File: src/rtl/branch_predictor_bht_if.sv
// Fetch/EX bundle between the pipeline and the branch history table.
// The pipeline drives fetch lookups and EX resolutions; the table returns predictions and redirects.
interface branch_predictor_bht_if #(
    parameter int N     = 32,
    parameter int IDX_W = 4
);
    logic         fetch_valid;
    logic [N-1:0] fetch_pc;
    logic         pred_taken;
    logic [N-1:0] pred_target;

    // EX signals are sampled on every rising edge; ex_valid & ex_is_branch qualifies
    // a resolution, there is no backpressure (the table always accepts it).
    logic         ex_valid;
    logic         ex_is_branch;
    logic [N-1:0] ex_pc;
    logic         ex_taken;
    logic [N-1:0] ex_target;
    logic         ex_pred_taken;
    logic [N-1:0] ex_pred_target;

    logic         mispredict;
    logic [N-1:0] redirect_pc;

    modport master (
        output fetch_valid, fetch_pc,
        input  pred_taken, pred_target,
        output ex_valid, ex_is_branch, ex_pc, ex_taken, ex_target,
        output ex_pred_taken, ex_pred_target,
        input  mispredict, redirect_pc
    );

    modport slave (
        input  fetch_valid, fetch_pc,
        output pred_taken, pred_target,
        input  ex_valid, ex_is_branch, ex_pc, ex_taken, ex_target,
        input  ex_pred_taken, ex_pred_target,
        output mispredict, redirect_pc
    );
endinterface

File: src/rtl/branch_predictor_bht.sv
// Direct-mapped BHT: 2-bit counters plus tagged targets, trained at EX, with a registered flush pulse.
// Optional macro BHT_STATS_EN adds saturating branch/mispredict counters.
module branch_predictor_bht #(
    parameter int N     = 32,
    parameter int IDX_W = 4
) (
    input  logic                 clk,
    input  logic                 rst,
    branch_predictor_bht_if.slave bus
`ifdef BHT_STATS_EN
    ,
    output logic [31:0]          stat_branches,
    output logic [31:0]          stat_mispredicts
`endif
);
    localparam int DEPTH = 2 ** IDX_W;
    localparam int TAG_W = N - IDX_W - 2;
    localparam logic [N-1:0] PC_INC = N'(4);

    localparam logic [1:0] CTR_SNT = 2'b00;
    localparam logic [1:0] CTR_WNT = 2'b01;
    localparam logic [1:0] CTR_WT  = 2'b10;
    localparam logic [1:0] CTR_ST  = 2'b11;

    logic             valid_q  [DEPTH];
    logic [TAG_W-1:0] tag_q    [DEPTH];
    logic [N-1:0]     target_q [DEPTH];
    logic [1:0]       ctr_q    [DEPTH];

    logic             valid_d  [DEPTH];
    logic [TAG_W-1:0] tag_d    [DEPTH];
    logic [N-1:0]     target_d [DEPTH];
    logic [1:0]       ctr_d    [DEPTH];

    logic         mispredict_q, mispredict_d;
    logic [N-1:0] redirect_q, redirect_d;

    // ---------------- fetch lookup (reads registered state only) ----------------
    logic [IDX_W-1:0] f_idx;
    logic [TAG_W-1:0] f_tag;
    logic             f_hit;
    logic             f_taken;

    assign f_idx   = bus.fetch_pc[IDX_W+1:2];
    assign f_tag   = bus.fetch_pc[N-1:IDX_W+2];
    assign f_hit   = bus.fetch_valid & valid_q[f_idx] & (tag_q[f_idx] == f_tag);
    assign f_taken = f_hit & ctr_q[f_idx][1];

    assign bus.pred_taken  = f_taken;
    assign bus.pred_target = f_taken ? target_q[f_idx] : bus.fetch_pc + PC_INC;

    // ---------------- EX resolution ----------------
    logic [IDX_W-1:0] e_idx;
    logic [TAG_W-1:0] e_tag;
    logic             e_upd;
    logic             e_hit;
    logic             e_wrong;

    assign e_idx   = bus.ex_pc[IDX_W+1:2];
    assign e_tag   = bus.ex_pc[N-1:IDX_W+2];
    assign e_upd   = bus.ex_valid & bus.ex_is_branch;
    assign e_hit   = valid_q[e_idx] & (tag_q[e_idx] == e_tag);
    assign e_wrong = (bus.ex_taken != bus.ex_pred_taken) |
                     (bus.ex_taken & bus.ex_pred_taken & (bus.ex_target != bus.ex_pred_target));

    always_comb begin
        valid_d  = valid_q;
        tag_d    = tag_q;
        target_d = target_q;
        ctr_d    = ctr_q;
        if (e_upd) begin
            if (e_hit) begin
                if (bus.ex_taken) begin
                    target_d[e_idx] = bus.ex_target;
                    if (ctr_q[e_idx] != CTR_ST) begin
                        ctr_d[e_idx] = ctr_q[e_idx] + 2'd1;
                    end
                end else if (ctr_q[e_idx] != CTR_SNT) begin
                    ctr_d[e_idx] = ctr_q[e_idx] - 2'd1;
                end
            end else if (bus.ex_taken) begin
                // Only taken branches may claim (or steal) an entry.
                valid_d[e_idx]  = 1'b1;
                tag_d[e_idx]    = e_tag;
                target_d[e_idx] = bus.ex_target;
                ctr_d[e_idx]    = CTR_WT;
            end
        end
    end

    always_comb begin
        mispredict_d = e_upd & e_wrong;
        redirect_d   = redirect_q;
        if (e_upd & e_wrong) begin
            redirect_d = bus.ex_taken ? bus.ex_target : bus.ex_pc + PC_INC;
        end
    end

    always_ff @(posedge clk or negedge rst) begin
        if (!rst) begin
            for (int i = 0; i < DEPTH; i++) begin
                valid_q[i]  <= 1'b0;
                tag_q[i]    <= '0;
                target_q[i] <= '0;
                ctr_q[i]    <= CTR_WNT;
            end
            mispredict_q <= 1'b0;
            redirect_q   <= '0;
        end else begin
            valid_q      <= valid_d;
            tag_q        <= tag_d;
            target_q     <= target_d;
            ctr_q        <= ctr_d;
            mispredict_q <= mispredict_d;
            redirect_q   <= redirect_d;
        end
    end

    assign bus.mispredict  = mispredict_q;
    assign bus.redirect_pc = redirect_q;

`ifdef BHT_STATS_EN
    logic [31:0] branches_q, branches_d;
    logic [31:0] mispredicts_q, mispredicts_d;

    always_comb begin
        branches_d    = branches_q;
        mispredicts_d = mispredicts_q;
        if (e_upd && branches_q != 32'hFFFF_FFFF) begin
            branches_d = branches_q + 32'd1;
        end
        if (mispredict_d && mispredicts_q != 32'hFFFF_FFFF) begin
            mispredicts_d = mispredicts_q + 32'd1;
        end
    end

    always_ff @(posedge clk or negedge rst) begin
        if (!rst) begin
            branches_q    <= '0;
            mispredicts_q <= '0;
        end else begin
            branches_q    <= branches_d;
            mispredicts_q <= mispredicts_d;
        end
    end

    assign stat_branches    = branches_q;
    assign stat_mispredicts = mispredicts_q;
`else
    // Counter-free build: the hardware statistics block is simply absent.
`endif
endmodule

File: src/flat_wrapper.sv
// flat-port wrapper written by rule: the top's interface ports become plain ports
module branch_predictor_bht_flat 
#(
    parameter int N     = 32,
    parameter int IDX_W = 4
)
  (clk, rst, bus_fetch_valid, bus_fetch_pc, bus_pred_taken, bus_pred_target, bus_ex_valid, bus_ex_is_branch, bus_ex_pc, bus_ex_taken, bus_ex_target, bus_ex_pred_taken, bus_ex_pred_target, bus_mispredict, bus_redirect_pc);
  branch_predictor_bht_if #(.N(N), .IDX_W(IDX_W)) bus_i ();
  input  logic clk;
  input  logic rst;
  input wire logic [$bits(bus_i.fetch_valid)-1:0] bus_fetch_valid;
  input wire logic [$bits(bus_i.fetch_pc)-1:0] bus_fetch_pc;
  output wire logic [$bits(bus_i.pred_taken)-1:0] bus_pred_taken;
  output wire logic [$bits(bus_i.pred_target)-1:0] bus_pred_target;
  input wire logic [$bits(bus_i.ex_valid)-1:0] bus_ex_valid;
  input wire logic [$bits(bus_i.ex_is_branch)-1:0] bus_ex_is_branch;
  input wire logic [$bits(bus_i.ex_pc)-1:0] bus_ex_pc;
  input wire logic [$bits(bus_i.ex_taken)-1:0] bus_ex_taken;
  input wire logic [$bits(bus_i.ex_target)-1:0] bus_ex_target;
  input wire logic [$bits(bus_i.ex_pred_taken)-1:0] bus_ex_pred_taken;
  input wire logic [$bits(bus_i.ex_pred_target)-1:0] bus_ex_pred_target;
  output wire logic [$bits(bus_i.mispredict)-1:0] bus_mispredict;
  output wire logic [$bits(bus_i.redirect_pc)-1:0] bus_redirect_pc;
  assign bus_i.fetch_valid = bus_fetch_valid;
  assign bus_i.fetch_pc = bus_fetch_pc;
  assign bus_pred_taken = bus_i.pred_taken;
  assign bus_pred_target = bus_i.pred_target;
  assign bus_i.ex_valid = bus_ex_valid;
  assign bus_i.ex_is_branch = bus_ex_is_branch;
  assign bus_i.ex_pc = bus_ex_pc;
  assign bus_i.ex_taken = bus_ex_taken;
  assign bus_i.ex_target = bus_ex_target;
  assign bus_i.ex_pred_taken = bus_ex_pred_taken;
  assign bus_i.ex_pred_target = bus_ex_pred_target;
  assign bus_mispredict = bus_i.mispredict;
  assign bus_redirect_pc = bus_i.redirect_pc;
  branch_predictor_bht #(.N(N), .IDX_W(IDX_W)) u_core (.clk(clk), .rst(rst), .bus(bus_i));
endmodule
File: config.mk
export PLATFORM = sky130hd
export DESIGN_NAME = branch_predictor_bht_flat
export DESIGN_NICKNAME = d
export VERILOG_FILES = /design/src/rtl/branch_predictor_bht_if.sv /design/src/rtl/branch_predictor_bht.sv /design/src/flat_wrapper.sv
export SDC_FILE = /design/constraint.sdc
export NUM_CORES = 2
export LEC_CHECK = 0
export BUFFER_PORTS_ARGS = -buffer_cell sky130_fd_sc_hd__buf_4
export CORE_MARGIN = 2
export CORE_UTILIZATION = 60
export CTS_CLUSTER_DIAMETER = 50
export DETAILED_ROUTE_END_ITERATION = 10
export PLACE_DENSITY = 0.82
export SYNTH_ARGS = -nofsm -noshare
export SYNTH_HDL_FRONTEND = slang
export SYNTH_SLANG_ARGS = --single-unit
File: constraint.sdc
create_clock -name clk -period 5.1 [get_ports clk]
set_input_delay 0.765 -clock clk [delete_from_list [all_inputs] [get_ports clk]]
set_output_delay 0.765 -clock clk [all_outputs]
set_load 0.02 [all_outputs]
==> metrics.yaml <==
timing:
  fin_crit_sh_pct: 96.0
  fin_worst_skew_ns: 0.0336
  max_slew_margin_pct: 36.0
  final_max_slew_viol_count: 0
  fin_crit_ns: 4.90
  worstMarginPinSlew_ns: 0.960
  timing.setup.tns_ns: 0
  fin_ws_ns: 0.203
  setup_viol: 0
  rsz0062_at_grt: "no"
  final-hold-violation-count: 0
  fmax_mhz: 204
layout:
  n_fill_cell: 5576
  nNetsFinal: 3715
  drive_gt1_share_pct: 50.4
  finish.utilization_pct: 68.8
  area_delta_synth_final_pct: 13.3
critical_path:
  cp_max_fo: 33
  path_class: "primary input to output pin"
  crit_required_ns: 4.34
  end_kind: "output pin"
  worst_setup_path_start_kind: "primary input"
  cp_data_arrival_time_ns: 4.13
floorplanning:
  initial_utilization_pct: 60.7
  io-pin-count: 201
  die_area_mm2: 0.0890
  rows: 107
  die_h_um: 298
  coreArea_mm2: 0.0855
  die_w_um: 298
clock_tree:
  cts_root_buf: "clkbuf_16"
  clock_latency_ns: 0.69
  cts_tree: "done"
  cts.repair.resized: 0
  cts_setup_buffers: 0
  numCtsBuffers: 111
  clockBufferDepth: 3
  ctsHoldBuffers: 0
  cts_sinks: 1009
  clk_pin_slew_worst_paths_ns: 0.06
  htree_num_levels: 3
detailed_routing:
  first_iter_violations: 3553
  wire_per_inst_um: 31.1
  ant_nets: 0
  drt-pass1-iter-count: 7
  viasPerCell: 6.84
  wl_um: 150000
  num_vias: 32930
  drc_errors: 0
global_route:
  grt_pass1_wl_um: 226000
  grt_max_degree: 109
  grt_overflow: 0
  grt_use_total_pct: 34.1
  grt_pass1_vias: 34470
  antenna_found_initial: 10
pwr:
  p_total_mw: 21.6
  ir_drop_mv: 0.324
  p_int_mw: 15.8
  switching_power_mw: 5.75
  power.density_mw_per_mm2: 366
  pwr-share-seq_pct: 45.7
  p_leak_nw: 26.8
  swShare_pct: 26.7
  comb_power_share_pct: 16.5
  pwr-share-clk_pct: 37.9
synthesis:
  synth-seq-cells: 1009
  ys.flop_type: "dfrtp_1"
  synth-async-reset-ratio_pct: 100
  synth-edff-count: 0
  synthAdderAreaFrac_pct: 0.193
  syn-num-nets: 3601
  yosysWarnings: 0
  synth.distinct_cells: 65
  synth_compound_area_share_pct: 2.01
  synth_top_family_by_area: "multiplexers"
  netlist_area_mm2: 0.0520
  postSynthAreaPerCell_um2: 15.0
  synth-xor-area-share_pct: 2.34
  synthSimpleGateAreaFrac_pct: 3.22
  syn_inst: 3458
  yosysSeqAreaShare_pct: 48.6
  synthMuxAreaShare_pct: 40.3
place:
  dp_hpwl_um: 96600
  dpl_worst_slack_ns: 0.206
  place.gp.congestion: 0.923
  portBuffers: 200
flow_run:
  cap_violations: 0
min_path:
  holdCritPathClass: "primary input to asynchronous set/reset pin"
status:
  status: "finished clean"
==> metrics by stage <==
stage,cell area (µm²),hold slack (ns),std cells
floorplan,52000,0.451,3458
global placement,55100,0.470,4603
detailed placement,55100,0.472,4603
CTS,58800,0.172,4811
global route,58900,0.208,4812
finish,58900,0.136,4814
==> state kept, by name (all words and copies together), names as in the netlist <==
register	cells
u_core.bus.mispredict	1
u_core.bus.redirect_pc	32
u_core.ctr_q	32
u_core.tag_q	416
u_core.target_q	512
u_core.valid_q	16
==> layer usage <==
metal	global-route usage (%)	routed length [µm]	part of all wire, %	vias to the layer above
li1	-	-	-	13256
met1	45.3	57300	38	17498
met2	53.1	70100	47	1716
met3	9.71	15000	10	446
met4	14.2	7100	4.7	14
met5	0	96	0.064	-
==> power by group through the flow <==
stage	Clock, mW	Sequential, mW	Combinational, mW
floorplan	0	9.72	2.42
global placement	0	9.87	3.41
detailed placement	0	9.93	3.52
CTS	8.22	9.80	3.55
global route	8.55	9.95	3.78
finish	8.16	9.85	3.55
==> Yosys cell counts (12+ instances only) <==
| cell | n | share of area (%) |
|---|---|---|
| dfrtp_1 | 993 | 48 |
| mux2_2 | 867 | 19 |
| mux4_2 | 373 | 16 |
| clkbuf_1 | 214 | 1.5 |
| mux2_1 | 145 | 3.1 |
| xnor2_1 | 104 | 1.8 |
| mux2i_1 | 100 | 1.9 |
| nand2_1 | 80 | 0.58 |
| buf_1 | 59 | 0.43 |
| o21ai_0 | 48 | 0.46 |
| nand3_1 | 45 | 0.43 |
| nor2_1 | 37 | 0.27 |
| xor2_1 | 35 | 0.59 |
| nand4_1 | 34 | 0.41 |
| a22oi_1 | 24 | 0.35 |
| buf_4 | 23 | 0.33 |
| buf_6 | 22 | 0.48 |
| and3_1 | 20 | 0.24 |
| buf_2 | 19 | 0.18 |
| nand2b_1 | 18 | 0.22 |
| a21oi_1 | 17 | 0.16 |
| dfstp_2 | 16 | 0.81 |
| a22o_1 | 15 | 0.25 |
| nor3_1 | 12 | 0.12 |
==> final timing paths <==
path	end	slack, ns	start	depth (start not counted)
setup / recovery	bus_pred_target[19]	0.20	bus_fetch_pc[2]	11
hold / removal	u_core.target_q[477]	0.14	rst	1
setup reg to reg	u_core.ctr_q[21]	1.44	u_core.tag_q[154]	12
hold reg to reg	u_core.valid_q[2]	0.49	u_core.valid_q[2]	1
max in group asynchronous	u_core.ctr_q[28]	3.82	rst	2
min in group clk	u_core.bus.redirect_pc[1]	0.38	bus_ex_pc[1]	3
==> worst max-delay path, cell delays in order <==
cell and delay (ns):
buf_8 0.20, buf_4 0.32, mux4_2 0.54, mux4_2 0.49, xnor2_1 0.27, nand4_1 0.20
nor3_1 0.22, and4_2 0.27, buf_12 0.28, mux2_2 0.39, buf_4 0.16
==> placed cells by master, fill, tap and decap left out, types with 11 or more instances in the layout <==
cell | synthesis | layout
dfrtp_1 | 993 | 993
mux2_2 | 867 | 867
mux4_2 | 373 | 373
buf_4 | 23 | 288
mux2_1 | 145 | 145
clkbuf_16 | 0 | 112
xnor2_1 | 104 | 104
mux2i_1 | 100 | 100
nand2_1 | 80 | 72
buf_12 | 3 | 53
o21ai_0 | 48 | 48
nand3_1 | 45 | 45
xor2_1 | 35 | 35
nand4_1 | 34 | 34
nor2_1 | 37 | 29
a22oi_1 | 24 | 24
clkbuf_8 | 0 | 22
clkbuf_1 | 214 | 21
and3_1 | 20 | 19
nand2b_1 | 18 | 18
clkinv_2 | 0 | 18
a21oi_1 | 17 | 17
dfstp_2 | 16 | 16
a22o_1 | 15 | 15
nor3_1 | 12 | 12
inv_1 | 11 | 11
nor4_1 | 11 | 11
==> layout make-up <==
class / instances / area, µm² / share of cell area (%)
flip-flops and latches: 1009 / 25300 / 42.9
inverters: 12 / 45.0 / 0.0765
clock buffers: 154 / 3170 / 5.39
repair buffers: 346 / 3290 / 5.60
multi-input cells: 2092 / 25000 / 42.6
diodes: 3 / 7.51 / 0.0128
well taps: 1144 / 1430 / 2.43
clock inverters: 54 / 591 / 1.00
==> logic make-up after synthesis <==
family                     Yosys count
DFF                               1009
adders and majority gates            8
and+or+nand+nor                    306
xor gates and xnor gates           139
AOI/OAI and AO/OA                  145
muxes                             1494
buffers and inverters              357
(Power assumes the default switching activity.)
